===== config.mk =====
export PLATFORM = sky130hd
export DESIGN_NAME = uart_rx_param
export DESIGN_NICKNAME = d
export VERILOG_FILES = /design/src/rtl/uart_pkg.sv /design/src/rtl/uart_rx_fifo.sv /design/src/rtl/uart_rx_param.sv
export SDC_FILE = /design/constraint.sdc
export NUM_CORES = 1
export LEC_CHECK = 0
export BUFFER_PORTS_ARGS = -buffer_cell sky130_fd_sc_hd__buf_2
export CAP_MARGIN = 5
export CELL_PAD_IN_SITES_DETAIL_PLACEMENT = 1
export CELL_PAD_IN_SITES_GLOBAL_PLACEMENT = 2
export CORE_UTILIZATION = 42
export CTS_CLUSTER_SIZE = 25
export DETAILED_ROUTE_END_ITERATION = 6
export GPL_TIMING_DRIVEN = 0
export PLACE_DENSITY = 0.78
export SETUP_SLACK_MARGIN = 0.2
export SLEW_MARGIN = 30
export SYNTH_ARGS = -nofsm -noshare
export SYNTH_HDL_FRONTEND = slang
export SYNTH_SLANG_ARGS = --single-unit

===== constraint.sdc =====
create_clock -name clk -period 2.8 [get_ports clk]
set_clock_uncertainty 0.05 [all_clocks]
set_input_delay 0.28 -clock clk [delete_from_list [all_inputs] [get_ports clk]]
set_output_delay 0.28 -clock clk [all_outputs]
set_load 0.01 [all_outputs]

===== src/rtl/uart_pkg.sv =====
`timescale 1ns/1ps
`default_nettype none
// +--------------------------------------------------------------------+
// | uart_pkg : shared UART receive types, parity modes and helpers     |
// | Rev 1.0                                                            |
// +--------------------------------------------------------------------+
package uart_pkg;

  localparam int PAR_NONE = 0;
  localparam int PAR_ODD  = 1;
  localparam int PAR_EVEN = 2;

  localparam int c_MAX_DATA_BITS = 9;

  typedef enum logic [2:0] {
    ST_IDLE       = 3'd0,
    ST_START      = 3'd1,
    ST_DATA       = 3'd2,
    ST_PARITY     = 3'd3,
    ST_STOP       = 3'd4,
    ST_BREAK_WAIT = 3'd5
  } rx_state_t;

  // Data field is sized for the widest frame; narrower frames leave the top bits zero.
  typedef struct packed {
    logic [c_MAX_DATA_BITS-1:0] data;
    logic                       perr;
    logic                       ferr;
  } rx_frame_t;

  function automatic rx_frame_t frame_pack(input logic [c_MAX_DATA_BITS-1:0] data,
                                           input logic perr, input logic ferr);
    rx_frame_t f;
    f.data = data;
    f.perr = perr;
    f.ferr = ferr;
    return f;
  endfunction

  function automatic int bit_clocks(input int half_bit);
    return 2 * half_bit;
  endfunction

endpackage
`default_nettype wire


===== src/rtl/uart_rx_fifo.sv =====
`timescale 1ns/1ps
`default_nettype none
// +--------------------------------------------------------------------+
// | uart_rx_fifo : synchronous first-word-fall-through FIFO            |
// | Rev 1.0                                                            |
// +--------------------------------------------------------------------+
module uart_rx_fifo #(
  parameter int WIDTH = 8,
  parameter int DEPTH = 4
) (
  input  logic                       clk,
  input  logic                       rstn,
  input  logic                       push,
  input  logic [WIDTH-1:0]           wdata,
  input  logic                       pop,
  output logic [WIDTH-1:0]           rdata,
  output logic                       full,
  output logic                       empty,
  output logic [$clog2(DEPTH+1)-1:0] count
);

  localparam int c_AW = $clog2(DEPTH);
  localparam int c_CW = $clog2(DEPTH+1);

  logic [WIDTH-1:0] r_mem [DEPTH];
  logic [c_AW-1:0]  r_wptr;
  logic [c_AW-1:0]  r_rptr;
  logic [c_CW-1:0]  r_count;
  logic             w_do_push;
  logic             w_do_pop;

  assign full      = (r_count == c_CW'(DEPTH));
  assign empty     = (r_count == '0);
  assign count     = r_count;
  assign w_do_pop  = pop & ~empty;
  // A full FIFO still accepts a push when the head leaves in the same cycle.
  assign w_do_push = push & (~full | w_do_pop);
  assign rdata     = empty ? '0 : r_mem[r_rptr];

  always_ff @(posedge clk) begin
    if (w_do_push) r_mem[r_wptr] <= wdata;
  end

  always_ff @(posedge clk or negedge rstn) begin
    if (!rstn) begin
      r_wptr  <= '0;
      r_rptr  <= '0;
      r_count <= '0;
    end else begin
      if (w_do_push) r_wptr <= r_wptr + c_AW'(1);
      if (w_do_pop)  r_rptr <= r_rptr + c_AW'(1);
      r_count <= r_count + c_CW'(w_do_push) - c_CW'(w_do_pop);
    end
  end

endmodule
`default_nettype wire


===== src/rtl/uart_rx_param.sv =====
`timescale 1ns/1ps
`default_nettype none
// +--------------------------------------------------------------------+
// | uart_rx_param : parametrised UART receiver with glitch/break       |
// |                 handling and a receive FIFO. Rev 1.0               |
// +--------------------------------------------------------------------+
module uart_rx_param
  import uart_pkg::*;
#(
  parameter int CLK_PER_HALF_BIT = 5208,
  parameter int DATA_BITS        = 8,
  parameter int PARITY           = 0,
  parameter int STOP_BITS        = 1,
  parameter int FIFO_DEPTH       = 4
) (
  input  logic                            clk,
  input  logic                            rstn,
  input  logic                            rxd,
  output logic [DATA_BITS-1:0]            rdata,
  output logic                            rperr,
  output logic                            rferr,
  output logic                            rvalid,
  input  logic                            rready,
  output logic                            overrun,
  output logic [$clog2(FIFO_DEPTH+1)-1:0] fifo_count
);

  localparam int                c_BIT       = bit_clocks(CLK_PER_HALF_BIT);
  localparam int                c_CNT_W     = $clog2(c_BIT);
  localparam logic [c_CNT_W-1:0] c_HALF_LAST = c_CNT_W'(CLK_PER_HALF_BIT - 1);
  localparam logic [c_CNT_W-1:0] c_BIT_LAST  = c_CNT_W'(c_BIT - 1);
  localparam logic [3:0]        c_IDX_LAST  = 4'(DATA_BITS - 1);
  localparam logic              c_STOP_LAST = 1'(STOP_BITS - 1);
  localparam logic              c_PAR_EXP   = (PARITY == PAR_ODD);

  logic [1:0]                 r_sync;
  rx_state_t                  r_state, w_state_nxt;
  logic [c_CNT_W-1:0]         r_cnt, w_cnt_nxt;
  logic [3:0]                 r_idx, w_idx_nxt;
  logic                       r_stop_idx, w_stop_idx_nxt;
  logic [c_MAX_DATA_BITS-1:0] r_shift, w_shift_nxt;
  logic                       r_perr, w_perr_nxt;
  logic                       r_ferr, w_ferr_nxt;
  logic                       r_push, w_push_nxt;
  rx_frame_t                  r_frame;
  rx_frame_t                  w_head;
  logic                       w_rxs, w_tick, w_pop, w_full, w_empty;
  logic                       w_head_unused;

  assign w_rxs  = r_sync[1];
  assign w_tick = (r_cnt == c_BIT_LAST);

  always_ff @(posedge clk or negedge rstn) begin
    if (!rstn) r_sync <= 2'b11;
    else       r_sync <= {r_sync[0], rxd};
  end

  always_ff @(posedge clk or negedge rstn) begin
    if (!rstn) r_state <= ST_IDLE;
    else       r_state <= w_state_nxt;
  end

  always_comb begin
    w_state_nxt    = r_state;
    w_cnt_nxt      = r_cnt + c_CNT_W'(1);
    w_idx_nxt      = r_idx;
    w_stop_idx_nxt = r_stop_idx;
    w_shift_nxt    = r_shift;
    w_perr_nxt     = r_perr;
    w_ferr_nxt     = r_ferr;
    w_push_nxt     = 1'b0;
    case (r_state)
      ST_IDLE: begin
        w_cnt_nxt = '0;
        if (!w_rxs) w_state_nxt = ST_START;
      end
      ST_START: begin
        if (r_cnt == c_HALF_LAST) begin
          w_cnt_nxt = '0;
          if (w_rxs) begin
            w_state_nxt = ST_IDLE;
          end else begin
            w_state_nxt = ST_DATA;
            w_idx_nxt   = '0;
            w_shift_nxt = '0;
            w_perr_nxt  = 1'b0;
            w_ferr_nxt  = 1'b0;
          end
        end
      end
      ST_DATA: begin
        if (w_tick) begin
          w_cnt_nxt          = '0;
          w_shift_nxt[r_idx] = w_rxs;
          w_stop_idx_nxt     = 1'b0;
          if (r_idx == c_IDX_LAST) w_state_nxt = (PARITY != PAR_NONE) ? ST_PARITY : ST_STOP;
          else                     w_idx_nxt   = r_idx + 4'd1;
        end
      end
      ST_PARITY: begin
        if (w_tick) begin
          w_cnt_nxt   = '0;
          w_perr_nxt  = ((^r_shift) ^ w_rxs) != c_PAR_EXP;
          w_state_nxt = ST_STOP;
        end
      end
      ST_STOP: begin
        if (w_tick) begin
          w_cnt_nxt = '0;
          if (!w_rxs) w_ferr_nxt = 1'b1;
          if (r_stop_idx == c_STOP_LAST) begin
            w_push_nxt  = 1'b1;
            // A low final stop bit may be a break; wait for idle before rearming.
            w_state_nxt = w_rxs ? ST_IDLE : ST_BREAK_WAIT;
          end else begin
            w_stop_idx_nxt = 1'b1;
          end
        end
      end
      ST_BREAK_WAIT: begin
        w_cnt_nxt = '0;
        if (w_rxs) w_state_nxt = ST_IDLE;
      end
      default: begin
        w_cnt_nxt   = '0;
        w_state_nxt = ST_IDLE;
      end
    endcase
  end

  always_ff @(posedge clk or negedge rstn) begin
    if (!rstn) begin
      r_cnt      <= '0;
      r_idx      <= '0;
      r_stop_idx <= 1'b0;
      r_shift    <= '0;
      r_perr     <= 1'b0;
      r_ferr     <= 1'b0;
      r_push     <= 1'b0;
      r_frame    <= '0;
    end else begin
      r_cnt      <= w_cnt_nxt;
      r_idx      <= w_idx_nxt;
      r_stop_idx <= w_stop_idx_nxt;
      r_shift    <= w_shift_nxt;
      r_perr     <= w_perr_nxt;
      r_ferr     <= w_ferr_nxt;
      r_push     <= w_push_nxt;
      if (w_push_nxt) r_frame <= frame_pack(w_shift_nxt, w_perr_nxt, w_ferr_nxt);
    end
  end

  uart_rx_fifo #(
    .WIDTH ($bits(rx_frame_t)),
    .DEPTH (FIFO_DEPTH)
  ) u_fifo (
    .clk   (clk),
    .rstn  (rstn),
    .push  (r_push),
    .wdata (r_frame),
    .pop   (w_pop),
    .rdata (w_head),
    .full  (w_full),
    .empty (w_empty),
    .count (fifo_count)
  );

  assign rvalid        = ~w_empty;
  assign w_pop         = rvalid & rready;
  assign overrun       = r_push & w_full & ~w_pop;
  assign rdata         = w_head.data[DATA_BITS-1:0];
  assign rperr         = w_head.perr;
  assign rferr         = w_head.ferr;
  assign w_head_unused = ^w_head.data;

endmodule
`default_nettype wire


* Word level (Yosys, flattened, before mapping)
Memory sizes are Yosys's and may differ from the RTL's.
Index checks and enable logic that the tools add are counted.
** Word-level totals
- Output and inout port bits :: 15
- Bits of input ports :: 4
- RAM bits :: 44
- Word-level logic and storage cells :: 108
- Memories kept :: 1
- Bits in registers :: 54
** Memories
- u_fifo.r_mem :: words 4, bits a word 11, rd ports 1, clocked after Yosys merged registers in 0, wr ports 1, line uart_rx_fifo.sv:25 : logic [WIDTH-1:0] r_mem [DEPTH];
** Operators by class
- Equality and inequality tests :: 19
- Magnitude comparators :: 2
- $add $sub $neg :: 6
- Reduce and logical (&&, ||, !) cells :: 10
- Bitwise gates (word level) :: 10
- Multiplexer cells :: 45
** Operators by type and width (count)
- two-way mux 14 bit :: 2
- one-hot mux 14 bit (2 select lines) :: 1
- two-way mux 3 bit :: 9
- two-way mux 9 bit :: 3
- inequality test 2 bit (second input constant) :: 10
- one-hot mux 3 bit (6 select lines) :: 1
- one-hot mux 9 bit (2 select lines) :: 1
- two-way mux 1 bit :: 16
- two-way mux 4 bit :: 4
- adder 14 x 1 -> 14 bit (second input constant) :: 1
- == test 14 x 13 -> 1 bit (second input constant) :: 1
- == test 14 bit (second input constant) :: 1
- two-way mux 10 bit :: 1
- bitwise mux 9 bit :: 1
- == test 3 bit (second input constant) :: 3
- XOR reduction 9 bit :: 1
- one-hot mux 4 bit (2 select lines) :: 1
- AND reduction 8 bit :: 1
- == test 3 x 2 -> 1 bit (second input constant) :: 2
- zero test 3 bit :: 2
- one-hot mux 1 bit (2 select lines) :: 3
- AND 1 bit :: 5
- < comparator 4 x 5 -> 1 bit (second input constant) :: 1
- AND reduction 5 bit :: 1
- 16 further kinds :: 20

* Logic depth before layout (Yosys ltp)
Gate-level depths: netlist of run 1.
- Depth after elaboration :: 8
- Gate-level depth with buffers :: 9
- Depth with buffers taken out :: 9

* Modules after synthesis
From an unflattened synthesis of run 1, not the netlist that was laid out.
** Unflattened totals
- Cells, all modules :: 347
- Area total of the unflattened synthesis :: 4500.6 um2
** By module, submodules not included
- uart_rx_param :: cells an instance 242, times used 1, area each 2421.1 um2, seq. area each 1153.6 um2
- uart_rx_fifo :: cells an instance 105, times used 1, area each 2079.5 um2, seq. area each 1496.4 um2

* Worst setup path before layout of run 1
Ideal clock, no wire load.
- Path type :: register to register
- Start point :: reg r_cnt[6]
- End point :: reg r_frame[0] (netlist name)
- Required time :: 2625 ps
- Stages on the path, launching flop included :: 6
- Arrival time :: 2184 ps
- Path slack :: 441 ps
- Clock period less this slack :: 2359 ps
- Library setup time :: 125 ps
- Path buffers :: 1
- Cell sequence :: dfrtp_1 > or3b_4 > or4_1 > buf_2 > nor3_4 > mux2_2
** On the way
- Longest elaborated chain between the ends :: 3
- Elaborated cells between the ends (all ways) :: 7
- Classes of those cells :: eq/ne: 2; mux: 5
** RTL lines
- start, declared :: line uart_rx_param.sv:38 : logic [c_CNT_W-1:0] r_cnt, w_cnt_nxt;
- start signal, assigned :: line uart_rx_param.sv:142 : r_cnt <= w_cnt_nxt;
- == test 14 bit or == test 14 x 13 -> 1 bit (tied branches) :: line uart_rx_param.sv:51, uart_rx_param.sv:78
- two-way mux 1 bit (on tied branches) :: line uart_rx_param.sv:108, uart_rx_param.sv:78
- one-hot mux 1 bit (2 select lines) or two-way mux 1 bit (tied branches) :: line uart_rx_param.sv:72 : case (r_state)
- end signal, assigned :: line uart_rx_param.sv:149 : if (w_push_nxt) r_frame <= frame_pack(w_shift_nxt, w_perr_nxt, w_ferr_nxt);
- end, declared :: line uart_rx_param.sv:45 : rx_frame_t r_frame;
Several ways; a longest one is shown, not always the timed one.
A chain may end at the register's enable or synchronous reset.

* Final worst setup path of run 1
- Start point :: reg r_cnt[7]
- End point :: reg r_frame[9] (netlist name)
** On the way
- Longest elaborated chain between the ends :: 3
- Elaborated cells between the ends (all ways) :: 7
- Classes of those cells :: eq/ne: 2; mux: 5
** RTL lines
- == test 14 bit or == test 14 x 13 -> 1 bit (tied branches) :: line uart_rx_param.sv:51, uart_rx_param.sv:78
- two-way mux 9 bit (tied with other cells) :: line uart_rx_param.sv:92 : if (w_tick) begin
- one-hot mux 9 bit (2 select lines) or two-way mux 1 bit (tied branches) :: line uart_rx_param.sv:72
Several ways; a longest one is shown, not always the timed one.

==> impl.org, run 1 <==
** Placed design
- During placement, the flow inserted port buffers numbering 18.
- Area after detailed placement :: 4500 sq um
- The congestion estimate from routability-driven global placement came to 0.765.
- Dpl hpwl :: 6010 microns

** Job
- # Max-Cap Violations :: 0

** Detailed routing
- Per-cell via count in the routed design :: 5.15
- Top routing layer in use :: met4
- Number of design-rule violations left by the first detailed-router iteration :: 55
- In the routed design, unresolved DRC markers number 0.
- The routed design uses 4240 microns of met2 wire.
- Detailed route wirelength on metal3 :: 185 microns
- For this block, the via count after detailed routing is 2680.
- Count of TritonRoute iterations in the first routing pass :: 4
- Total routed wire length on the met1 layer :: 3940 microns
- In this run the remaining antenna-violating nets after routing total 0.
- Total wire length :: 8470 microns
- Routed wire length per instance :: 16.3 microns

** STA
- Total negative slack :: 0 ns
- The total count of max-transition violations in the final report is 0.
- The number of hold violations in the final report is 0.
- For this run, the top clock speed supported by timing is 412 MHz.
- Final setup viols :: 0
- Dividing the final minimum period by the clock period gives 0.868.
- Worst-Margin Slew :: 0.679 ns
- Hold is met by 0.252 ns.
- Final critical-path required period :: 2.43 ns
- Max-slew headroom at the worst pin :: 0.548
- Setup repair after global routing left no endpoint under its margin.

** Power and ir drop
- The worst-case IR drop observed on VDD is 0.215 mV.
- Net switching power figure :: 717 uW
- The share of total power dissipated in combinational logic is 0.119.
- Of the total power, registers draw 0.544.
- Cell Pwr Density :: 571 nW/um^2
- Internal portion of total power :: 2.02 mW
- Leak :: 2.03 nW
- Of the total power, the clock network draws 0.337.
- Switching share of power :: 0.262

** Global route
- Initial antenna violation count :: 0
- GRT overflow :: 0
- The first global-routing pass estimated 14300 microns of wire.
- Entering global routing, the biggest net connects 53 pins.
- The via count of the first global-routing pass came to 2838.
- In the global route stage, overall resource usage came out at 0.184.

** Finish
- Ratio of cells with drive above 1 in the final layout :: 0.178
- Fin nets :: 398
- The finished cells cover 4780 sq um.
- In the final layout, the multi-input gates occupy 1650 sq um.
- Synthesis-to-finish area growth :: 12.8%
- The layout has 1055 filler cells.
- Sequential cell area :: 2500 sq um
- The number of antenna diodes in the final layout is 0.

** Clocking
- The H-tree was split into 3 levels.
- Number of buffers inserted during clock tree synthesis :: 9
- The tree is rooted in a sky130_fd_sc_hd__clkbuf_8.
- CTS tree :: yes
- The clock drives 92 sinks.
- After clock tree synthesis, the clock-pin slew on the worst setup and hold paths is 0.09 ns.
- Clock latency on the worst-skew pair, taken at its later pin, is 0.37 ns.
- Max clock buf depth :: 2

** Critical path
- Worst flop-to-flop path startpoint :: r_cnt[7]
- Number of cells traversed by the worst register-to-register path :: 5
- Along the worst path, the maximum fanout reaches 6.
- Setup slack on the worst reg-to-reg path comes out at 0.37 ns.
- End of the worst register-to-register path :: r_frame[9]
- For the worst setup path, the data arrival time is 2.63 ns.
- The worst setup path is launched from a register.
- Data required time at the worst endpoint :: 3.00 ns
- The worst setup path is of the register to register kind.
- Critical path capture point type :: register

** Floorplanning
- Vertical die dimension :: 102 microns
- I/O pin count :: 19
- For this configuration, the core starts out at a cell density of 0.434.
- The core region is 9770 sq um.
- Die X :: 102 microns
- The floorplan has 36 rows.
- The die covers 10500 sq um.

** Yosys
- By area the synthesized netlist is led by sky130_fd_sc_hd__dfrtp_1 (29%), sky130_fd_sc_hd__edfxtp_1 (28%), sky130_fd_sc_hd__mux4_2 (5.3%), sky130_fd_sc_hd__xnor2_1 (3.3%), sky130_fd_sc_hd__ha_1 (3.2%).
- Yosys reg bits :: 92
- Yosys instantiated no cell more often than sky130_fd_sc_hd__dfrtp_1.
- For this run, asynchronously set or reset flops after synthesis account for 0.565.
- By count the netlist is led by sky130_fd_sc_hd__dfrtp_1 (50), sky130_fd_sc_hd__edfxtp_1 (40), sky130_fd_sc_hd__nor2_1 (32).
- Dividing the synthesized area by the synthesized cell count gives 12.3 sq um.
- The synthesized netlist occupies a cell area of 4240 sq um.
- Gate count of the mapped netlist :: 346
- Of the post-synthesis cell area, the dominant cell type holds 0.295.
- Synthesis Warnings :: 0
- Yosys mapped the design onto 49 distinct sky130hd cell types.
- Among all flip-flop cells after synthesis, the most frequent one is sky130_fd_sc_hd__dfrtp_1.
- Biggest area consumer among synthesized cells :: sky130_fd_sc_hd__dfrtp_1
- Counting flops with a built-in enable in the synthesized netlist gives 40.
- Counting every net in the synthesized netlist gives 362.
- The share of the Yosys chip area taken by registers is 0.591.

** Outcome
- Outcome :: finished clean

** Worst hold path
- Count of cells along the worst hold path :: 3
- The worst hold path belongs to the class input port to register.
- Source of the worst hold timing path :: rready
- The worst hold path terminates at u_fifo.r_rptr[0].
routing by layer:
layer | vias up | global-route usage
met5 | - | 0
met3 | 11 | 0.0346
met2 | 26 | 0.319
met1 | 1332 | 0.230
met4 | 0 | 0.0681
li1 | 1311 | -
stage by stage:
step                utilization  cells  power [mW]  setup slack, ns
finish                    0.490    520        2.73            0.370
global route              0.490    520        2.87            0.245
CTS                       0.484    515        2.78            0.155
detailed placement        0.460    497        1.85           0.0622
global placement          0.460    497        1.84            0.116
floorplan                     -    346        1.74            0.441
cells in the final DEF (no fill, tap or decap), drive strengths merged, types with 3 or more instances in the layout:
master  synthesis  final
dfrtp          50     50
edfxtp         40     40
nor2           32     32
buf             4     27
nand2          26     26
o21ai          22     22
clkbuf         10     19
and2           18     18
xnor2          16     16
inv            11     14
a21oi          14     14
ha             11     11
mux4           10     10
xor2           10     10
nand3           9      9
a31oi           7      7
nor3            6      6
nand2b          4      4
and4            4      4
nand4           3      3
nor2b           3      3
mux2            3      3
nor4            3      3
kinds of logic after synthesis:
| group | synth area share |
|---|---|
| compound gates | 0.0764 |
| mux | 0.0634 |
| fa+ha+maj | 0.0372 |
| flops | 0.591 |
| simple gates | 0.154 |
| buf+inv | 0.0245 |
| xor+xnor | 0.0537 |
critical path, cell delays in order (launching register included):
cell                      delay [ns]
sky130_fd_sc_hd__dfrtp_1        0.47
sky130_fd_sc_hd__or3b_4         0.45
sky130_fd_sc_hd__or4_1          0.50
sky130_fd_sc_hd__buf_2          0.19
sky130_fd_sc_hd__nor3_4         0.28
sky130_fd_sc_hd__mux2_2         0.38
what timing repair did:
item	4_1_cts	5_1_grt
hold buffers	2	0
pin swaps	0	3
buffers inserted	0	5
resized for setup	2	5
endpoints found under the hold margin	51	0
setup endpoints to repair	18	31
how the worst max path moves through the flow:
stage                  start         end  slack [ns]  depth (start not counted)
global placement    r_cnt[6]    r_cnt[9]        0.12                          6
floorplan           r_cnt[6]  r_frame[0]        0.44                          5
global route        r_cnt[0]    r_idx[3]        0.24                          9
finish              r_cnt[7]  r_frame[9]        0.37                          5
CTS                 r_cnt[0]  r_frame[9]        0.16                          6
detailed placement  r_cnt[6]    r_cnt[0]        0.06                          6
cell type report:
cell class                      instances  area share
Inverter                               11     0.00863
Sequential cell                        92       0.524
Clock inverter                          7      0.0167
Tap cell                              133      0.0348
Multi-Input combinational cell        229       0.345
Buffer                                 14      0.0136
Clock buffer                            9      0.0259
Timing Repair Buffer                   25      0.0314
power by group through the flow:
stage          Sequential (mW)  Clock [mW]  Combinational [mW]
2_1_floorplan             1.52           0               0.226
3_3_place_gp              1.51           0               0.328
3_5_place_dp              1.52           0               0.334
4_1_cts                   1.49       0.956               0.339
5_1_grt                   1.49       0.998               0.374
6_report                  1.49       0.922               0.324
flip-flops by register name, indices dropped and copies added, names as in the netlist, named ones only:
register / count
r_ferr: 1
r_cnt: 14
u_fifo.r_wptr: 2
u_fifo.r_mem: 40
r_state: 3
u_fifo.r_rptr: 2
u_fifo.count: 3
r_push: 1
r_sync: 2
r_shift: 8
r_idx: 4
r_perr: 1
r_frame: 10
(Power assumes the default switching activity.)
==> inputs of run 2 (changes only) <==
--- a/config.mk
+++ b/config.mk
@@ -9,11 +9,11 @@
 export CAP_MARGIN = 5
 export CELL_PAD_IN_SITES_DETAIL_PLACEMENT = 1
 export CELL_PAD_IN_SITES_GLOBAL_PLACEMENT = 2
-export CORE_UTILIZATION = 42
+export CORE_UTILIZATION = 46
 export CTS_CLUSTER_SIZE = 25
 export DETAILED_ROUTE_END_ITERATION = 6
 export GPL_TIMING_DRIVEN = 0
-export PLACE_DENSITY = 0.78
+export PLACE_DENSITY = 0.84
 export SETUP_SLACK_MARGIN = 0.2
 export SLEW_MARGIN = 30
 export SYNTH_ARGS = -nofsm -noshare
==> constraint.sdc (replaced) <==
create_clock -name clk -period 3.1 [get_ports clk]
set_clock_uncertainty 0.05 [all_clocks]
set_input_delay 0.31 -clock clk [delete_from_list [all_inputs] [get_ports clk]]
set_output_delay 0.31 -clock clk [all_outputs]
set_load 0.01 [all_outputs]
==> impl.org, run 2 (same netlist as run 1, synthesis figures left out) <==
** Worst hold path
- Hold endpoint :: u_fifo.r_rptr[0]
- In this run the most critical hold path is launched from rready.
- Class of the tightest hold or removal check :: input port to register
- Count of cells along the worst hold path :: 3 (unchanged)

** Power and ir drop
- Logic gate share of total power :: 0.119 (about the same)
- Maximum vdd ir drop :: 0.256 mV (+19%)
- The internal power component came to 1.83 mW (-9.3%).
- Post-route total power :: 2.49 mW (-8.8%)
- Net switching power figure :: 664 uW (-7.3%)
- Cell Pwr Density :: 529 nW/um^2 (-7.3%)
- The sequential fraction of design power came to 0.537 (-0.007).
- Leak :: 2.00 nW (-1.4%)
- Switching share of power :: 0.266 (+0.00413)
- Part of the power in the clock network :: 0.343 (+0.006)

** Floorplanning
- Die X :: 98.0 microns (-4.4%)
- The count of boundary I/O pins was 19 (unchanged).
- The die area came to 9610 sq um (-8.5%).
- The area of the core is 8810 sq um (-9.9%).
- Initial Util :: 0.482 (+0.0477)
- Vertical die dimension :: 98.0 microns (-4.4%)
- Number of cell rows :: 34 (-5.6%)

** Detailed routing
- Count of TritonRoute iterations in the first routing pass :: 6 (+2)
- Remaining antenna violation count :: 0 (unchanged)
- Total wire length :: 8400 microns (-0.80%)
- DRC violations left :: 4 (+4)
- The detailed-route via count is 2658 (-0.82%).
- The first-iteration detailed-routing DRC count is 105 (+91%).
- Routed wire length per instance :: 17.1 microns (+5.3%)
- The mean number of vias per cell was 5.42 (+5.3%).

** Critical path
- The critical path data arrival time came to 2.31 ns (-0.32 ns).
- The minimum setup slack among reg-to-reg paths came to 0.49 ns (+0.12 ns).
- Worst flop-to-flop path startpoint :: r_cnt[0]
- The number of buffer and inverter stages on the critical path came to 2 (+1).
- Worst Setup Path Type :: register to output port
- The worst setup path is captured at an output port.
- End of the worst register-to-register path :: r_frame[1]
- Cell with the largest stage delay on the worst path :: sky130_fd_sc_hd__buf_1
- Data required time at the worst endpoint :: 2.74 ns (-0.26 ns)
- Largest delay contributor family on the critical path :: buffers and inverters
- Traced cell by cell, the critical path runs through buf_1, mux4_2, and2_1, buf_2.
- The highest net fanout along the worst path came to 10 (+4).
- The worst setup path is launched from a register.
- Biggest cell delay along the critical path :: 0.62 ns (+0.12 ns)
- The count of cells along the worst register-to-register path came to 6 (+1).

** Global route
- The largest net degree at the start of global routing is 53 (unchanged).
- The wire length of the first global-routing pass was 14400 microns (+0.62%).
- Via count of the first global-routing pass :: 2863 (+0.88%)
- The total global routing overflow came to 0 (unchanged).
- Overall track demand over capacity in global routing :: 0.196 (+0.0118)
- The initial antenna violation count came to 0 (unchanged).

** Finish
- The flip-flop count of the largest register after layout came to 40 (unchanged).
- Top library cells by usage in the layout, fill and taps aside :: sky130_fd_sc_hd__dfrtp_1 (50), sky130_fd_sc_hd__edfxtp_1 (40), sky130_fd_sc_hd__nor2_1 (32)
- Layout Cell Area excl Fill :: 4710 sq um (-1.5%)
- Utilization of the core after routing :: 0.535 (+0.0456)
- The number of standard cells in the final layout excluding fillers is 490 (-5.8%).
- Sequential cell area :: 2500 sq um (unchanged)
- The layout cell share with drive strength beyond 1 came to 0.154 (-0.0238).
- Largest registers ranked by flip-flop count :: u_fifo.r_mem (40), r_cnt (14), r_frame (10)
- Multi-input logic area :: 1640 sq um (-0.68%)
- From synthesis to final layout, the design area changed by 11.1%.
- Register containing the most flip-flops in the final layout :: u_fifo.r_mem
- Inserted Diodes :: 0 (unchanged)
- The layout net count came to 393 (-1.3%).
- The library cell used most frequently in the layout, excluding fill and tap cells, is sky130_fd_sc_hd__dfrtp_1.
- Number of fill cells :: 924 (-12%)

** Placed design
- The setup slack after placement came to 0.415 ns (+0.352 ns).
- Dpl hpwl :: 6020 microns (+0.22%)
- Area after detailed placement :: 4470 sq um (-0.70%)
- Final estimated routing congestion in global placement :: 0.821 (+7.3%)
- The count of buffers inserted at the top-level ports is 18 (unchanged).
- Placed Cells incl. Taps :: 472 (-5.0%)

** Clocking
- Max clock buf depth :: 2 (unchanged)
- Clk Latency, worst-skew pair :: 0.37 ns (about the same)
- H-tree levels :: 3 (unchanged)
- CTS tree :: yes
- Clock root cell :: sky130_fd_sc_hd__clkbuf_8
- The TritonCTS buffer count came to 9 (unchanged).
- The number of clock sinks is 92 (unchanged).
- The number of setup buffers added after CTS came to 0 (unchanged).
- CTS clock-pin slew for the worst setup and hold paths :: 0.09 ns (about the same)

** STA
- The final number of setup-violating endpoints came to 0 (unchanged).
- Subtracting the final worst setup slack from the clock period gives 2.67 ns.
- Dividing the final minimum period by the clock period gives 0.861.
- Worst-Margin Slew :: 0.921 ns (+0.243 ns)
- The final hold slack came to 0.298 ns (+0.0464 ns).
- The number of hold violations in the final report was 0 (unchanged).
- The minimum setup slack in the final design was 0.430 ns (+0.0598 ns).
- Total negative slack :: 0 ns (unchanged)
- Setup repair after global routing left no endpoint under its margin.
- The normalized max-slew margin came to 0.377 (-0.170).
- Final Max Slew Viols :: 0 (unchanged)
- Fmax :: 375 MHz

** Job
- # Max-Cap Violations :: 0 (unchanged)

** Outcome
- Outcome :: complete, but fails checks
- Failing checks :: design-rule violations
run 2: layout make-up:
cell class | instances | share of cell area
Sequential cell | 92 | 0.532
Multi-Input combinational cell | 229 | 0.348
Tap cell | 108 | 0.0287
Clock buffer | 9 | 0.0263
Timing Repair Buffer | 20 | 0.0239
Clock inverter | 7 | 0.0191
Buffer | 14 | 0.0133
Inverter | 11 | 0.00876
run 2: worst reg2reg max path: cells and delay by family, from the launching register on:
family,cells,cell delay (ns)
simple gates,3,1.19
fa+ha+maj,1,0.29
mux,1,0.39
buf+inv,1,0.19
flops,1,0.40
run 2: power by group through the flow:
stage	Combinational (mW)	Sequential (mW)	Clock [mW]
2_1_floorplan	0.204	1.37	0
3_3_place_gp	0.293	1.37	0
3_5_place_dp	0.305	1.37	0
4_1_cts	0.308	1.34	0.884
5_1_grt	0.337	1.35	0.931
6_report	0.297	1.34	0.856
run 2: worst max-delay path by stage:
| stage | from | to | slack (ns) | depth (start not counted) |
|---|---|---|---|---|
| after floorplan | r_cnt[6] | r_frame[0] | 0.74 | 5 |
| after global routing | r_cnt[0] | r_frame[1] | 0.26 | 6 |
| after CTS | u_fifo.r_rptr[0] | rdata[1] | 0.36 | 4 |
| after detailed placement | r_cnt[6] | r_cnt[4] | 0.41 | 6 |
| after global placement | r_cnt[6] | r_cnt[9] | 0.45 | 6 |
| final | u_fifo.r_rptr[0] | rdata[1] | 0.43 | 4 |
run 2: layer usage:
layer  GRT usage  routed length (microns)  part of all wire  vias up
li1            -                        -                 -     1296
met1       0.252                     3900              0.46     1321
met2       0.335                     4190              0.50       30
met3      0.0301                      188             0.022       11
met4      0.0769                      127             0.015        0
met5           0                        0                 0        -
run 2: repair_timing:
action | CTS | global route
setup endpoints to repair | 0 | 10
hold endpoints to repair | 51 | 0
gates resized for setup | 0 | 1
hold buffers | 2 | 0
==> inputs of run 3 (changes only) <==
--- a/config.mk
+++ b/config.mk
@@ -6,14 +6,11 @@
 export NUM_CORES = 1
 export LEC_CHECK = 0
 export BUFFER_PORTS_ARGS = -buffer_cell sky130_fd_sc_hd__buf_2
-export CAP_MARGIN = 5
-export CELL_PAD_IN_SITES_DETAIL_PLACEMENT = 1
-export CELL_PAD_IN_SITES_GLOBAL_PLACEMENT = 2
-export CORE_UTILIZATION = 46
+export CORE_UTILIZATION = 55
 export CTS_CLUSTER_SIZE = 25
 export DETAILED_ROUTE_END_ITERATION = 6
 export GPL_TIMING_DRIVEN = 0
-export PLACE_DENSITY = 0.84
+export PLACE_DENSITY = 0.72
 export SETUP_SLACK_MARGIN = 0.2
 export SLEW_MARGIN = 30
 export SYNTH_ARGS = -nofsm -noshare
==> impl.org, run 3 (same netlist as run 1, synthesis figures left out) <==
** Critical path
- The worst setup path is captured at an output port.
- The slowest stage of the critical path belongs to the cell sky130_fd_sc_hd__mux4_2.
- The signal on the critical path passes through buf_1, mux4_2, and2_1, buf_2.
- Biggest cell delay along the critical path :: 0.60 ns (-0.02 ns)
- The data required time of the worst path came to 2.74 ns (about the same).
- STA classifies the critical path startpoint as a register.
- Data arrival at the endpoint of the critical path :: 2.26 ns (-0.05 ns)
- The setup path with the least slack is of type register to output port.
- The highest net fanout along the worst path came to 10 (unchanged).

** Finish
- Max reg flops :: 40 (unchanged)
- Largest registers ranked by flip-flop count :: u_fifo.r_mem (40), r_cnt (14), r_frame (10)
- Fin nets :: 393 (unchanged)
- Inserted Diodes :: 0 (unchanged)
- Number of fill cells :: 581 (-37%)
- Most common cell after layout, fill and taps aside :: sky130_fd_sc_hd__dfrtp_1
- Relative to the synthesized area, the layout overhead comes to 10.1%.
- Ratio of cells with drive above 1 in the final layout :: 0.154 (unchanged)
- Top library cells by usage in the layout, fill and taps aside :: sky130_fd_sc_hd__dfrtp_1 (50), sky130_fd_sc_hd__edfxtp_1 (40), sky130_fd_sc_hd__nor2_1 (32)
- Register containing the most flip-flops in the final layout :: u_fifo.r_mem
- Final std cells w/o fill :: 481 (-1.8%)

** Floorplanning
- The site row count came to 31 (-8.8%).
- The die area was 8070 sq um (-16%).
- Die X :: 89.8 microns (-8.4%)
- The count of boundary I/O pins is 19 (unchanged).
- Initial Util :: 0.576 (+0.0939)
- The area of the core is 7370 sq um (-16%).
- The die height came to 89.8 microns (-8.4%).

** STA
- Setup repair after global routing left no endpoint under its margin.
- Final clock period utilization by the worst path :: 0.844 (-0.0169)
- Min setup slack post-route :: 0.483 ns (+0.0525 ns)
- The final number of setup-violating endpoints came to 0 (unchanged).
- Final critical-path required period :: 2.62 ns (-0.0525 ns)
- Final Max Slew Viols :: 0 (unchanged)
- The slew at the pin closest to its max-slew limit was 0.802 ns (-0.120 ns).
- The aggregate negative setup slack came to 0 ns (unchanged).
- Fmax :: 382 MHz (+2.0%)
- The number of hold violations in the final report was 0 (unchanged).
- The normalized max-slew margin is 0.458 (+0.0810).

** Clocking
- The clock slew seen by the registers of the worst setup and hold paths is 0.09 ns (about the same).
- The H-tree depth is 3 (unchanged).
- Number of buffers inserted during clock tree synthesis :: 9 (unchanged)
- Max clock buf depth :: 2 (unchanged)
- The number of gates resized after CTS is 0 (unchanged).
- The count of hold buffers inserted by post-cts repair was 2 (unchanged).
- Clock tree sinks :: 92 (unchanged)
- Clock root cell :: sky130_fd_sc_hd__clkbuf_8
- Clk Latency, worst-skew pair :: 0.36 ns (about the same)
- The number of setup buffers added after CTS came to 0 (unchanged).
- TritonCTS built the clock tree.

** Detailed routing
- Per-cell via count in the routed design :: 5.53 (+1.9%)
- Count of TritonRoute iterations in the first routing pass :: 4 (-2)
- The DRC violation count after routing was 0 (-4).
- Total wire length :: 7180 microns (-15%)
- Remaining antenna violation count :: 0 (unchanged)
- Routed vias :: 2658 (unchanged)
- Number of design-rule violations left by the first detailed-router iteration :: 106 (+0.95%)
- The routed wire length per instance came to 14.9 microns (-13%).

** Global route
- The initial antenna violation count was 0 (unchanged).
- The via count of the first global-routing pass was 2617 (-8.6%).
- GRT overflow :: 0 (unchanged)
- The wire length of the first global-routing pass was 12500 microns (-13%).
- The largest net degree at the start of global routing came to 53 (unchanged).
- The total routing resource utilization after global routing was 0.197 (+0.00114).

** Placed design
- Dpl hpwl :: 5020 microns (-17%)
- Final estimated routing congestion in global placement :: 0.856 (+4.4%)
- The setup slack after placement is 0.482 ns (+0.0676 ns).
- Count of input and output buffers :: 18 (unchanged)
- Placed Cells incl. Taps :: 463 (-1.9%)

** Job
- The number of max-capacitance violations reported came to 0 (unchanged).

** Power and ir drop
- Leak :: 1.98 nW (-0.65%)
- The power per unit of standard cell area is 511 nW/um^2 (-3.4%).
- The total power draw is 2.39 mW (-4.2%).
- The maximum VDD drop came to 0.322 mV (+26%).

** Worst hold path
- Class of the tightest hold or removal check :: input port to register

** Outcome
- The flow ran to the end, and the final reports show no timing, DRC or antenna violations.
[run 3: critical path, delay by kind of cell (launching register included)]
family                 cells  cell delay [ns]
DFF                        1             0.42
muxes                      1             0.60
buffers and inverters      2             0.71
and+or+nand+nor            1             0.17
[run 3: report_power, final]
part / internal (mW) / switching [mW] / total [mW]
clock network: 0.312 / 0.455 / 0.766
logic: 0.133 / 0.150 / 0.283
registers: 1.30 / 0.0379 / 1.34
total: 1.75 / 0.642 / 2.39
[run 3: path summary, 6_finish.rpt]
check	from	endpoint	slack, ns	cells after the start
hold reg to reg	r_sync[0]	r_sync[1]	0.31	0
setup / recovery	u_fifo.r_rptr[0]	rdata[6]	0.48	4
hold / removal	rready	u_fifo.r_rptr[0]	0.28	3
setup reg to reg	r_cnt[6]	r_cnt[11]	0.49	6
min in group asynchronous	rstn	u_fifo.count[1]	0.46	2
max in group asynchronous	rstn	r_frame[8]	2.11	2
[run 3: final cells by class]
type	count	area [sq um]	area share
tap	99	124	0.0265
timing repair buffer	20	113	0.0241
inverter	11	41.3	0.00884
clock buffer	9	124	0.0265
clock inverter	7	70.1	0.0150
multi-input combinational	229	1630	0.349
buffer	14	62.6	0.0134
sequential	92	2500	0.536
[run 3: metal layers]
layer | GRT usage | part of all wire | vias to the layer above
li1 | - | - | 1305
met1 | 0.261 | 0.47 | 1293
met2 | 0.324 | 0.48 | 51
met3 | 0.0381 | 0.029 | 9
met4 | 0.0751 | 0.014 | 0
met5 | 0 | 0 | -
[run 3: per-stage QoR]
stage	instance area [sq um]	util	hold slack, ns
5_1_grt	4670	0.634	0.297
3_3_place_gp	4460	0.605	0.296
6_report	4670	0.634	0.284
4_1_cts	4670	0.634	0.276
2_1_floorplan	4240	-	-0.0356
3_5_place_dp	4460	0.605	0.297
